==> config.mk <==
export PLATFORM = sky130hd
export DESIGN_NAME = program_fetch_unit
export DESIGN_NICKNAME = d
export VERILOG_FILES = /design/src/rtl/program_fetch_unit.sv
export SDC_FILE = /design/constraint.sdc
export NUM_CORES = 1
export LEC_CHECK = 0
export CAP_MARGIN = 20
export CORE_MARGIN = 8
export CORE_UTILIZATION = 50
export CTS_CLUSTER_DIAMETER = 40
export DETAILED_ROUTE_END_ITERATION = 8
export PLACE_DENSITY = 0.88
export SYNTH_ARGS = -nofsm -noshare
export SYNTH_HDL_FRONTEND = slang
export SYNTH_SLANG_ARGS = --single-unit
==> constraint.sdc <==
create_clock -name Clock -period 7 [get_ports Clock]
set_input_delay 0.7 -clock Clock [delete_from_list [all_inputs] [get_ports Clock]]
set_output_delay 0.7 -clock Clock [all_outputs]
set_load 0.05 [all_outputs]
==> src/rtl/program_fetch_unit.sv <==
// Instruction fetch front end: drives the program ROM from a fetch PC, buffers
// {pc, instr} pairs in a small prefetch FIFO and hands them to decode over valid/ready.
module program_fetch_unit #(
  parameter logic [15:0] RESET_PC = 16'd0,
  parameter int          DEPTH    = 2
) (
  input  logic        Clock,
  input  logic        Reset,
  output logic [15:0] oRomAddress,
  input  logic [27:0] iRomInstruction,
  output logic [27:0] oInstruction,
  output logic [15:0] oInstrPC,
  output logic        oValid,
  input  logic        iReady,
  input  logic        iRedirect,
  input  logic [15:0] iRedirectTarget,
  output logic        oFull
);

  localparam int PW = $clog2(DEPTH);
  localparam int CW = $clog2(DEPTH + 1);
  localparam logic [CW-1:0] FULL_COUNT = CW'(DEPTH);

  logic [15:0]   r_pc;
  logic [15:0]   r_mem_pc    [DEPTH];
  logic [27:0]   r_mem_instr [DEPTH];
  logic [PW-1:0] r_wptr;
  logic [PW-1:0] r_rptr;
  logic [CW-1:0] r_count;

  logic w_pop;
  logic w_push;

  assign w_pop  = oValid & iReady;
  assign w_push = ~iRedirect & (~oFull | w_pop);

  // Redirect outranks push/pop; reset outranks redirect.
  always_ff @(posedge Clock) begin
    if (Reset) begin
      r_pc    <= RESET_PC;
      r_wptr  <= '0;
      r_rptr  <= '0;
      r_count <= '0;
    end else if (iRedirect) begin
      r_pc    <= iRedirectTarget;
      r_wptr  <= '0;
      r_rptr  <= '0;
      r_count <= '0;
    end else begin
      if (w_push) begin
        r_pc   <= r_pc + 16'd1;
        r_wptr <= r_wptr + PW'(1);
      end
      if (w_pop) begin
        r_rptr <= r_rptr + PW'(1);
      end
      case ({w_push, w_pop})
        2'b10:   r_count <= r_count + CW'(1);
        2'b01:   r_count <= r_count - CW'(1);
        default: r_count <= r_count;
      endcase
    end
  end

  // Storage needs no reset: stale entries are never visible once count is zero.
  always_ff @(posedge Clock) begin
    if (w_push) begin
      r_mem_pc[r_wptr]    <= r_pc;
      r_mem_instr[r_wptr] <= iRomInstruction;
    end
  end

  assign oRomAddress  = r_pc;
  assign oValid       = (r_count != '0);
  assign oFull        = (r_count == FULL_COUNT);
  assign oInstruction = oValid ? r_mem_instr[r_rptr] : 28'd0;
  assign oInstrPC     = oValid ? r_mem_pc[r_rptr]    : 16'd0;

endmodule
Yosys cells after proc, flatten, opt, wreduce, memory -nomap -nowiden:

Memories as Yosys holds them, arrays and structs flattened. A register that Yosys moved wholly into a read port is not among the register bits.
Index checks and enable logic that the tools add are counted.

* $add $sub $neg: 5
* equality and inequality tests: 3
* multiplexer cells: 11
* bitwise operators: 5
* reductions and logical operators: 4

Operators with widths (count)
* $mux 16: 3
* $mux 28: 1
* $add 16x1->16 const B: 1
* $mux 1: 6
* $reduce_bool 2->1: 3
* $eq 2x2->1 const B: 2
* $pmux 2 s2: 1
* $add 1x1->1 const B: 2
* $add 2x1->2 const B: 1
* $and 1x1->1: 2
* $eq 2x1->1 const B: 1
* $not 1->1: 2
* $reduce_or 2->1: 1
* $sub 2x1->2 const B: 1
* $or 1x1->1: 1

* register bits: 20
* memory bits (writable): 88
* bits of input ports: 48
* memories: 2

Memory list
* r_mem_instr: depth 2, bits a word 28, rd ports 1, clocked after memory_dff 1, write ports 1, RTL line 26 `logic [27:0] r_mem_instr [DEPTH];`
* r_mem_pc: depth 2, bits a word 16, rd ports 1, clocked after memory_dff 1, write ports 1, RTL line 25 `logic [15:0] r_mem_pc [DEPTH];`

Depth between registers and ports, before layout:

* depth in word-level cells: 6
* depth in mapped cells: 6

Worst setup path after synthesis:

No wires, ideal clock.

* path kind: input-to-reg
* from: input port iReady
* to: memory r_mem_instr[1][0], enable pin
* library setup time: 0.509 ns
* arrival: 4.334 ns
* required time: 6.491 ns
* path slack: 2.157 ns
* stages on the path: 4
* cells stage by stage: nor3b_1 > buf_2 > buf_2 > nor3b_1

* cells in the longest elaborated chain, start to end: 5

Ends and longest elaborated chain
* start: declaration: RTL line 14 `input logic iReady,`
* $and 1x1->1: RTL line 34 `assign w_pop = oValid & iReady;`
* $or 1x1->1: RTL line 35 `assign w_push = ~iRedirect & (~oFull | w_pop);`
* $and 1x1->1: RTL line 35
* $mux 1: RTL line 67 `if (w_push) begin`
* $mux 1 (implied by the code): RTL line 69 `r_mem_instr[r_wptr] <= iRomInstruction;`
* end: declaration: RTL line 26

No other way between the ends.

==> results list <==
* Result of the run: complete, no violations
- TritonCTS clock tree: built
- The die covers 11,970 um^2.
- Core footprint: 8593 um^2
- The path class of the tightest hold or removal check is flop to flop.
- The internal power of the cells totals 0.9515 mW.
* RR Endpoint: r_mem_instr[1][7]$_DFFE_PP_
- Clock-pin slew was measured on the worst setup and hold paths at 0.10 ns.
- Ys flop type: sky130_fd_sc_hd__edfxtp_1
- Commonest non-fill, non-tap cell in the layout: sky130_fd_sc_hd__clkdlybuf4s50_1
- For this configuration, the core starts out at a cell density of 0.5076.
- TritonCTS Buffers: 9
* Setup repair after global routing missed its margin: false
* Post-synthesis cell count: 314
* Hold path start: oRomAddress[15]$_SDFFE_PP0P_
* Clock power frac: 0.262
- Of the post-synthesis cell area, the dominant cell type holds 0.6059.
- Setup Crit Path Kind: flop to output port
- Post-synthesis async set-or-reset flop share: 0
- The analysis attributes to cell leakage a power of 1.839 nW.
- Hold Path End: r_mem_pc[1][15]$_DFFE_PP_
* Avg Vias per Cell: 5.313
* Final number of setup-violating endpoints: 0
* Total half-perimeter wirelength after legalization and detailed placement: 6.557 mm
- Of all cell types, the one taking the most synthesized area is sky130_fd_sc_hd__edfxtp_1.
- Area of the mapped netlist: 4362 um^2
- The number of cells on the worst reg-to-reg path is 4.
- In this run the remaining antenna-violating nets after routing total 0.
- Upper clock frequency limit: 305.9 MHz
* Later-pin clock latency in the skew report: 0.36 ns
* Synth Register Bits: 109
- For the worst setup path, the data arrival time is 2.57 ns.
* Depth of the CTS H-tree: 3
- No sink is reached through more buffers than the 2 on the longest clock path.
- Number of hold-slack violations in the final timing report: 0
* Worst Path Required: 6.30 ns
- For this block, the via count after detailed routing is 2,837.
* Number of library cell types mapped by synthesis: 29
- Along the worst path, the maximum fanout reaches 36.
- Average routed wire per standard cell: 17.10 um
- Buffers added to address setup during post-CTS repair amount to 0.
- Of the available clock period, the critical path in the final layout requires 0.4670.
- In the final layout, the share of cells above drive strength 1 is 0.06103.
- Normalized max-slew margin: 0.3450
- The clock drives 109 sinks.
- For this block, the routed nets add up to 9.132 mm of wire.
- The setup check on the worst reg-to-reg path leaves a slack of 4.81 ns.
- Clock skew on the completed layout was measured at 0.009334 ns.
- Horizontal die dimension: 109.4 um
- Of the total power, the share spent switching nets is 0.2733.
- For this run the aggregate overflow at the end of global routing stands at 0.
- During placement, the flow inserted port buffers numbering 109.
* Via count of the first global-routing pass: 2,879
- Summing all placed instances gives a cell area of 5574 um^2.
* Pwr dens: 227.5 nW/um^2
- The final count of pins violating max slew came to 0.
- Final instance area: 5757 um^2
- The tree is rooted in a sky130_fd_sc_hd__clkbuf_8.
* Number of maximum-capacitance constraint violations: 0
- Relative contribution of combinational cells to total power: 0.160
- The Yosys step of the flow raised 0 warnings.
- Crit start category: flop
- Buffers inserted to repair hold after CTS numbered 0.
- Number of antenna violations at the first check in global routing: 0
* Detailed router's first-iteration violation count: 174
- Wire length of the first global-routing pass: 14.09 mm
- Signed area change from the synthesized netlist to the final layout: 31.99%
- Of the synthesized area, sequential elements account for 0.7022.
* Launch point of the worst reg-to-reg path: r_count[1]$_SDFFE_PP0P_
- Biggest area contributors in the synthesized netlist: sky130_fd_sc_hd__edfxtp_1 (61%), sky130_fd_sc_hd__mux2i_1 (11%), sky130_fd_sc_hd__dfxtp_1 (9.6%), sky130_fd_sc_hd__nor2_1 (5.2%), sky130_fd_sc_hd__xnor2_1 (2.0%)
- Setup total negative slack on the finished layout was measured at 0 ns.
- Most used cells in the layout excluding fill and tap cells: sky130_fd_sc_hd__clkdlybuf4s50_1 (109), sky130_fd_sc_hd__edfxtp_1 (88), sky130_fd_sc_hd__nor2_1 (60)
* Row cnt: 34
- Global placement routability congestion: 0.7511
* Number of cells on the worst hold path: 0
- The number of gates resized after CTS was 0.
* Endpoint type of the worst setup path: output port
- The smallest clock period supported by the final layout is computed as 3.269 ns.
- Counting flops with a built-in enable in the synthesized netlist gives 88.
- Detailed-routing iteration count for the pre-antenna-repair pass: 4
* Mean cell area of the mapped netlist: 13.89 um^2
- Slew of the pin with the lowest slew margin: 0.9802 ns
* Height of the chip: 109.4 um
* Highest ir drop seen on vdd: 0.0001088 V
- Largest net degree at the start of global routing: 47
* All-Layer GR Usage: 0.1532
- In this run the power spent charging and discharging nets is 0.3579 mW.
- Final net count: 470
- The repair_antennas step left the layout with diodes totalling 0.
- Post-synth net total: 363
* Share of total power in sequential cells: 0.578
* Post-route DRC: 0
- 110 I/O pins were placed.
-- cells in the mapped netlist, types with 4 or more instances --
cell type                  number
sky130_fd_sc_hd__edfxtp_1      88
sky130_fd_sc_hd__nor2_1        61
sky130_fd_sc_hd__mux2i_1       46
sky130_fd_sc_hd__dfxtp_1       21
sky130_fd_sc_hd__clkbuf_1      10
sky130_fd_sc_hd__xnor2_1       10
sky130_fd_sc_hd__a211oi_1       9
sky130_fd_sc_hd__nor3_1         9
sky130_fd_sc_hd__nand2_1        6
sky130_fd_sc_hd__inv_1          5
sky130_fd_sc_hd__nand4_1        5
sky130_fd_sc_hd__a311oi_1       4
sky130_fd_sc_hd__buf_1          4
sky130_fd_sc_hd__nor2b_1        4
sky130_fd_sc_hd__nor4_1         4
sky130_fd_sc_hd__o21ai_0        4
-- logic make-up after synthesis --
kind of cell / synth area share
buffers and inverters: 0.01979
AND/OR/NAND/NOR: 0.1084
AO/OA/AOI/OAI: 0.03700
multiplexers: 0.1056
flip-flops: 0.7022
XOR/XNOR: 0.02410
adder cells (fa/ha/maj): 0.002868
-- metrics by stage --
| step | utilization | total power [mW] | setup WS, ns | hold slack (ns) | cells |
|---|---|---|---|---|---|
| CTS | 0.6699 | 1.321 | 3.670 | 0.5196 | 534 |
| global placement | 0.6487 | 0.9779 | 4.074 | 0.4816 | 518 |
| finish | 0.6699 | 1.309 | 3.731 | 0.5117 | 534 |
| global route | 0.6699 | 1.358 | 3.601 | 0.5445 | 534 |
| detailed placement | 0.6487 | 0.9832 | 4.024 | 0.4992 | 518 |
| floorplan | - | 0.8945 | 2.157 | 0.5200 | 314 |
-- sequential cells by signal, summed over array words and instances, names as in the netlist, named ones only --
signal	cells
oRomAddress	16
r_count	2
r_mem_instr	56
r_mem_pc	32
r_rptr	1
r_wptr	1
-- worst max-delay path: stages (launching register included) --
cell                              delay (ns)
sky130_fd_sc_hd__dfxtp_2                0.49
sky130_fd_sc_hd__buf_4                  0.56
sky130_fd_sc_hd__mux2i_1                0.16
sky130_fd_sc_hd__nor2_1                 0.14
sky130_fd_sc_hd__clkdlybuf4s50_1        0.82
-- how the worst max path moves through the flow --
stage	startpoint	end	slack [ns]	depth (start not counted)
floorplan	iReady	r_mem_instr[1][0]$_DFFE_PP_	2.16	4
global placement	iReady	r_mem_pc[1][11]$_DFFE_PP_	4.07	5
detailed placement	iReady	r_mem_pc[1][10]$_DFFE_PP_	4.02	5
CTS	flop	oInstruction[15]	3.67	4
global route	flop	oInstrPC[7]	3.60	4
finish	flop	oInstruction[10]	3.73	4
-- per-layer routing --
layer / up-vias / global-route usage / share of wire
met3: 7 / 0.05100 / 0.086
met5: - / 0 / 0
met2: 106 / 0.2537 / 0.49
met4: 0 / 0.05207 / 0.0099
met1: 1348 / 0.1839 / 0.42
li1: 1376 / - / -
-- power groups by stage --
stage	logic [mW]	clock network, mW	registers (mW)
after detailed placement	0.211	0	0.772
after global routing	0.221	0.376	0.761
after global placement	0.208	0	0.770
after floorplan	0.104	0	0.790
after CTS	0.212	0.352	0.758
final	0.209	0.343	0.757
-- final cells by class --
cell class	count	area, um^2
Multi-Input combinational cell	183	1235
Clock buffer	10	127.6
Sequential cell	109	3064
Fill cell	630	2836
Timing Repair Buffer	113	1121
Clock inverter	6	55.05
Tap cell	108	135.1
Inverter	5	18.77
Power figures use the tool's default switching activity.
